File: src/rtl/gate_list_exec_sm_if.sv
// Port bundle for the gate control list executor: time/cycle inputs, GCL
// configuration and admin gates from the controller, operational gates back.
interface gate_list_exec_sm_if #(
  parameter int NUM_QUEUES = 8,
  parameter int ADDR_W     = 4,
  parameter int INTERVAL_W = 32
);
  logic [63:0]             sync_time_ptp_ns_mini;
  logic                    CycleStart;
  logic                    cfg_wr_en;
  logic [ADDR_W-1:0]       cfg_wr_addr;
  logic [NUM_QUEUES-1:0]   cfg_wr_gates;
  logic [INTERVAL_W-1:0]   cfg_wr_interval;
  logic [ADDR_W:0]         cfg_list_len;
  logic [NUM_QUEUES-1:0]   admin_gate_states;
  logic [NUM_QUEUES-1:0]   gate_states;
  logic                    list_active;
  logic [ADDR_W-1:0]       entry_index;
  logic                    entry_change;

  modport master (
    output sync_time_ptp_ns_mini, CycleStart,
    output cfg_wr_en, cfg_wr_addr, cfg_wr_gates, cfg_wr_interval,
    output cfg_list_len, admin_gate_states,
    input  gate_states, list_active, entry_index, entry_change
  );

  modport slave (
    input  sync_time_ptp_ns_mini, CycleStart,
    input  cfg_wr_en, cfg_wr_addr, cfg_wr_gates, cfg_wr_interval,
    input  cfg_list_len, admin_gate_states,
    output gate_states, list_active, entry_index, entry_change
  );
endinterface

File: src/rtl/gate_list_exec_sm.sv
// List Execute state machine: restarts the gate control list on every cycle
// timer pulse and steps through its entries against PTP nanosecond time.
module gate_list_exec_sm #(
  parameter int NUM_QUEUES = 8,
  parameter int GCL_DEPTH  = 16,
  parameter int ADDR_W     = 4,
  parameter int INTERVAL_W = 32
) (
  input logic                clk,
  input logic                rst_n,
  gate_list_exec_sm_if.slave bus
);

  typedef enum logic [2:0] {
    IDLE,
    READ,
    APPLY,
    DELAY,
    END_CYCLE
  } state_t;

  localparam logic [ADDR_W:0] DEPTH_LEN = (ADDR_W+1)'(GCL_DEPTH);

  logic [NUM_QUEUES-1:0] gcl_gates    [GCL_DEPTH];
  logic [INTERVAL_W-1:0] gcl_interval [GCL_DEPTH];

  state_t                state_q, state_d;
  logic [ADDR_W-1:0]     idx_q, idx_d;
  logic [ADDR_W-1:0]     cur_idx_q, cur_idx_d;
  logic [63:0]           base_q, base_d;
  logic [63:0]           exit_q, exit_d;
  logic [NUM_QUEUES-1:0] gates_q, gates_d;
  logic                  change_q, change_d;

  logic [ADDR_W:0]       eff_len;
  logic [ADDR_W:0]       idx_plus1;
  logic [63:0]           entry_exit;
  logic                  exit_hit;

  // Storage is not reset; an entry is only sampled in its APPLY cycle.
  always_ff @(posedge clk) begin
    if (bus.cfg_wr_en) begin
      gcl_gates[bus.cfg_wr_addr]    <= bus.cfg_wr_gates;
      gcl_interval[bus.cfg_wr_addr] <= bus.cfg_wr_interval;
    end
  end

  assign eff_len    = (bus.cfg_list_len > DEPTH_LEN) ? DEPTH_LEN : bus.cfg_list_len;
  assign idx_plus1  = {1'b0, idx_q} + {{ADDR_W{1'b0}}, 1'b1};
  assign entry_exit = base_q + 64'(gcl_interval[idx_q]);
  assign exit_hit   = (bus.sync_time_ptp_ns_mini >= exit_q);

  // A cycle start overrides everything else; leaving IDLE captures the admin
  // gates so the output holds steady until the first entry is applied.
  always_comb begin
    state_d   = state_q;
    idx_d     = idx_q;
    cur_idx_d = cur_idx_q;
    base_d    = base_q;
    exit_d    = exit_q;
    gates_d   = gates_q;
    change_d  = 1'b0;

    if (bus.CycleStart) begin
      if (bus.cfg_list_len == '0) begin
        state_d   = IDLE;
        idx_d     = '0;
        cur_idx_d = '0;
      end else begin
        if (state_q == IDLE) begin
          gates_d = bus.admin_gate_states;
        end
        state_d = READ;
        base_d  = bus.sync_time_ptp_ns_mini;
        idx_d   = '0;
      end
    end else begin
      unique case (state_q)
        READ: begin
          state_d = APPLY;
        end
        APPLY: begin
          gates_d   = gcl_gates[idx_q];
          cur_idx_d = idx_q;
          change_d  = 1'b1;
          exit_d    = entry_exit;
          base_d    = entry_exit;
          state_d   = DELAY;
        end
        DELAY: begin
          if (exit_hit) begin
            if (idx_plus1 == eff_len) begin
              state_d = END_CYCLE;
            end else begin
              idx_d   = idx_plus1[ADDR_W-1:0];
              state_d = READ;
            end
          end
        end
        default: begin
          state_d = state_q;
        end
      endcase
    end
  end

  always_ff @(posedge clk or negedge rst_n) begin
    if (!rst_n) begin
      state_q   <= IDLE;
      idx_q     <= '0;
      cur_idx_q <= '0;
      base_q    <= '0;
      exit_q    <= '0;
      gates_q   <= '0;
      change_q  <= 1'b0;
    end else begin
      state_q   <= state_d;
      idx_q     <= idx_d;
      cur_idx_q <= cur_idx_d;
      base_q    <= base_d;
      exit_q    <= exit_d;
      gates_q   <= gates_d;
      change_q  <= change_d;
    end
  end

  assign bus.gate_states  = (state_q == IDLE) ? bus.admin_gate_states : gates_q;
  assign bus.list_active  = (state_q != IDLE);
  assign bus.entry_index  = cur_idx_q;
  assign bus.entry_change = change_q;

endmodule

File: src/flat_wrapper.sv
// flat-port wrapper written by rule: the top's interface ports become plain ports
module gate_list_exec_sm_flat 
#(
  parameter int NUM_QUEUES = 8,
  parameter int GCL_DEPTH  = 16,
  parameter int ADDR_W     = 4,
  parameter int INTERVAL_W = 32
)
  (clk, rst_n, bus_sync_time_ptp_ns_mini, bus_CycleStart, bus_cfg_wr_en, bus_cfg_wr_addr, bus_cfg_wr_gates, bus_cfg_wr_interval, bus_cfg_list_len, bus_admin_gate_states, bus_gate_states, bus_list_active, bus_entry_index, bus_entry_change);
  gate_list_exec_sm_if #(.NUM_QUEUES(NUM_QUEUES), .ADDR_W(ADDR_W), .INTERVAL_W(INTERVAL_W)) bus_i ();
  input logic clk;
  input logic rst_n;
  input wire logic [$bits(bus_i.sync_time_ptp_ns_mini)-1:0] bus_sync_time_ptp_ns_mini;
  input wire logic [$bits(bus_i.CycleStart)-1:0] bus_CycleStart;
  input wire logic [$bits(bus_i.cfg_wr_en)-1:0] bus_cfg_wr_en;
  input wire logic [$bits(bus_i.cfg_wr_addr)-1:0] bus_cfg_wr_addr;
  input wire logic [$bits(bus_i.cfg_wr_gates)-1:0] bus_cfg_wr_gates;
  input wire logic [$bits(bus_i.cfg_wr_interval)-1:0] bus_cfg_wr_interval;
  input wire logic [$bits(bus_i.cfg_list_len)-1:0] bus_cfg_list_len;
  input wire logic [$bits(bus_i.admin_gate_states)-1:0] bus_admin_gate_states;
  output wire logic [$bits(bus_i.gate_states)-1:0] bus_gate_states;
  output wire logic [$bits(bus_i.list_active)-1:0] bus_list_active;
  output wire logic [$bits(bus_i.entry_index)-1:0] bus_entry_index;
  output wire logic [$bits(bus_i.entry_change)-1:0] bus_entry_change;
  assign bus_i.sync_time_ptp_ns_mini = bus_sync_time_ptp_ns_mini;
  assign bus_i.CycleStart = bus_CycleStart;
  assign bus_i.cfg_wr_en = bus_cfg_wr_en;
  assign bus_i.cfg_wr_addr = bus_cfg_wr_addr;
  assign bus_i.cfg_wr_gates = bus_cfg_wr_gates;
  assign bus_i.cfg_wr_interval = bus_cfg_wr_interval;
  assign bus_i.cfg_list_len = bus_cfg_list_len;
  assign bus_i.admin_gate_states = bus_admin_gate_states;
  assign bus_gate_states = bus_i.gate_states;
  assign bus_list_active = bus_i.list_active;
  assign bus_entry_index = bus_i.entry_index;
  assign bus_entry_change = bus_i.entry_change;
  gate_list_exec_sm #(.NUM_QUEUES(NUM_QUEUES), .GCL_DEPTH(GCL_DEPTH), .ADDR_W(ADDR_W), .INTERVAL_W(INTERVAL_W)) u_core (.clk(clk), .rst_n(rst_n), .bus(bus_i));
endmodule
File: config.mk
export PLATFORM = sky130hd
export DESIGN_NAME = gate_list_exec_sm_flat
export DESIGN_NICKNAME = d
export VERILOG_FILES = /design/src/rtl/gate_list_exec_sm_if.sv /design/src/rtl/gate_list_exec_sm.sv /design/src/flat_wrapper.sv
export SDC_FILE = /design/constraint.sdc
export NUM_CORES = 1
export LEC_CHECK = 0
export CAP_MARGIN = 20
export CORE_MARGIN = 3
export CORE_UTILIZATION = 30
export DETAILED_ROUTE_END_ITERATION = 10
export GPL_TIMING_DRIVEN = 0
export PLACE_DENSITY_LB_ADDON = 0.08
export SLEW_MARGIN = 25
export SYNTH_ARGS = -nofsm -noshare
export SYNTH_HDL_FRONTEND = slang
export SYNTH_SLANG_ARGS = --single-unit
File: constraint.sdc
create_clock -name clk -period 4.5 [get_ports clk]
set_input_delay 0.9 -clock clk [delete_from_list [all_inputs] [get_ports clk]]
set_output_delay 0.9 -clock clk [all_outputs]
set_load 0.01 [all_outputs]
==> impl_metrics.ini <==
[min_path]
hold_class = in -> async

[drt]
via_count = 21238
ant_nets = 0
first_pass_iters = 5
avgViaCountPerCell = 5.08
wl_um = 110000
first_iter_violations = 1479
drc = 0
avgRoutedWirePerCell_um = 26.4

[timing]
skew_ns = 0.0431
rsz0062_at_grt = yes
setup_ws_ns = -0.167
relSlewSlack_pct = 33.4
finalSetupViolations = 38
finalMaxSlewViolations = 0
tns_ns = -2.96
tightest_slew_ns = 0.999
min_period_over_period_pct = 104
finalHoldViolCount = 0
min_period_ns = 4.67
max_freq_mhz = 214

[clock_network]
cts_made_buffers = 92
clock_path_buffers = 3
ctsHtreeMaxLevel = 3
holdBufCountCts = 0
cts.sinks = 788
cts_tree = done
clkTransAtPathRegs_ns = 0.05
clk_latency_ns = 0.68
root_buffer = clkbuf_16

[worst_setup_path]
end_kind = register
crit_type = reg -> reg
reg2reg_from = u_core.idx_q[0]
arrival_ns = 5.19
critPathLaunch = u_core.idx_q[0]
crit_path_start_kind = register
crit_fanout = 8
required_ns = 5.02

[die]
coreArea_sq_mm = 0.115
placementRows = 124
die_height_um = 346
die_area_sq_mm = 0.120
start_util_pct = 30.3
die_w_um = 346
io_pins = 139

[grt]
grt_pass1_vias = 22415
grt_overflow = 0
grt.total_usage_pct = 18.3
grt_max_degree = 63
grt_first_pass_wirelength_um = 159000
antenna_found_initial = 5

[placed_design]
io_buffers = 137
place_ws_ns = -2.17
dp_cells = 3906
globalplace.congestion = 0.899
post-dp-hpwl_um = 78200
post_dp_cell_area_sq_mm = 0.0393

[layout]
fin_area_sq_mm = 0.0449
final_nets = 2815
final_core_util_pct = 39.2
area_delta_synth_final_pct = 29.5
final_cells = 4183
drive_above_1_share_pct = 26.6

[yosys]
synth_top_flop_cell = edfxtp_1
netlist.area_leader.share_pct = 55.5
synthArstFlopShare_pct = 18.8
ys_ff_latch = 788
synth.largest_area_cell = edfxtp_1
netlist_area_sq_mm = 0.0347
yosysSeqAreaShare_pct = 66.1
syn_nets = 2415
synthTopCellsByArea = edfxtp_1 (55%), mux4_2 (13%), dfrtp_1 (11%)
synth.distinct_cells = 75
yosysWarningCount = 0
synth_area_per_cell_sq_um = 15.8
syn_inst = 2192
synth_edf_count = 640

[run_status]
run_status = complete, but fails checks
violations = negative setup slack

[pwr]
irDropWorstVdd_v = 0.000271
powerDensity_mw_per_mm2 = 464
p_leak_nw = 15.4

[run]
cap_violations = 0
-- layout make-up --
class | instances | area (sq um)
Timing Repair Buffer | 316 | 3720
Clock inverter | 57 | 542
Tap cell | 1512 | 1890
Multi-Input combinational cell | 1212 | 12100
Sequential cell | 788 | 22900
Fill cell | 10629 | 69600
Buffer | 101 | 1000
Antenna cell | 1 | 2.50
Clock buffer | 115 | 2430
Inverter | 81 | 304
-- path summary, 6_finish.rpt --
path	endpoint	slack (ns)	depth (start not counted)
setup / recovery	u_core.exit_q[50]	-0.17	17
hold reg to reg	u_core.exit_q[16]	0.48	2
setup reg to reg	u_core.exit_q[50]	-0.17	17
min in group clk	u_core.exit_q[16]	0.48	2
hold / removal	u_core.exit_q[46]	0.09	1
max in group asynchronous	u_core.idx_q[3]	3.44	3
-- state kept, by name (all words and copies together), names as in the netlist --
name	count
u_core.exit_q	64
u_core.base_q	64
u_core.gates_q	8
u_core.state_q	3
u_core.idx_q	4
u_core.gcl_gates	128
u_core.gcl_interval	512
u_core.bus.entry_index	4
u_core.bus.entry_change	1
-- cell usage after synthesis, types with 14 or more instances --
| cell | number |
|---|---|
| or3_1 | 16 |
| o21ai_0 | 128 |
| nor2_1 | 91 |
| xor2_1 | 33 |
| a21o_1 | 14 |
| inv_1 | 79 |
| nand2_1 | 174 |
| a21oi_1 | 104 |
| clkbuf_1 | 78 |
| mux4_2 | 200 |
| nand3_1 | 73 |
| nor3_1 | 14 |
| edfxtp_1 | 640 |
| dfrtp_1 | 148 |
| and3_1 | 22 |
| mux2i_1 | 18 |
| ha_1 | 97 |
| buf_1 | 18 |
| nand4_1 | 34 |
| xnor2_1 | 28 |
-- per-stage QoR --
step	total power, W	hold WS (ns)
floorplan	0.0112	0.446
global placement	0.0125	0.464
detailed placement	0.0126	0.470
CTS	0.0206	0.0391
global route	0.0219	0.0647
finish	0.0208	0.0902
-- per-layer routing --
layer / track usage, % / vias up / share of wire, %
li1: - / 9439 / -
met1: 23.8 / 11131 / 43
met2: 32.1 / 504 / 51
met3: 2.69 / 160 / 4.2
met4: 4.87 / 4 / 2.4
met5: 0 / - / 0.026
-- kinds of logic (layout without fill, tap and decap cells) --
kind of cell               count (synthesis)  in the layout  share of synthesized area, %
muxes                                    226            226                          13.8
buffers and inverters                    192            670                          2.17
adders and majority gates                 98             98                          3.56
and+or+nand+nor                          467            467                          6.33
xor gates and xnor gates                  61             61                          1.54
AOI/OAI and AO/OA                        360            360                          6.48
other                                      0              1                             0
DFF                                      788            788                          66.1
-- power breakdown --
group	internal, W	total [W]	switching (W)
combinational	0.00220	0.00470	0.00250
clock	0.00430	0.00735	0.00305
sequential	0.00842	0.00875	0.000334
-- worst max-delay path: stages, from the launching register on --
cell and delay [ns]:
dfrtp_2 0.43, buf_12 0.19, buf_16 0.15, mux4_2 0.55, mux4_2 0.63, ha_4 0.33
nand4_1 0.25, a211oi_2 0.35, nor2_4 0.09, o2111ai_4 0.26, a31oi_4 0.16, o41ai_4 0.29
buf_12 0.19, buf_12 0.14, buf_4 0.12, nand3_1 0.09, xor2_1 0.20, o21ai_1 0.07
-- placed cells by master (no fill, tap or decap), types with 18 or more instances in the layout --
master           count
mux4_2             200
ha_1                68
clkbuf_16          108
a21oi_1             90
clkinv_1            26
clkdlybuf4s50_1    136
nand3_1             63
buf_4              112
ha_4                28
edfxtp_1           640
nand2_1            168
mux2i_1             18
nand4_1             34
buf_6               23
xnor2_1             25
o21ai_1             24
and3_1              21
nor2_1              70
buf_12              26
buf_16              37
xor2_1              30
inv_1               79
o21ai_0            103
dfrtp_1            146
clkbuf_1            67
-- timing repair --
action / CTS / global route
gates cloned: 2 / 1
endpoints found under the hold margin: 0 / 0
pin swaps: 54 / 48
setup buffers: 56 / 68
endpoints found under the setup margin: 124 / 82
resized for setup: 228 / 116
Power figures use the tool's default switching activity.
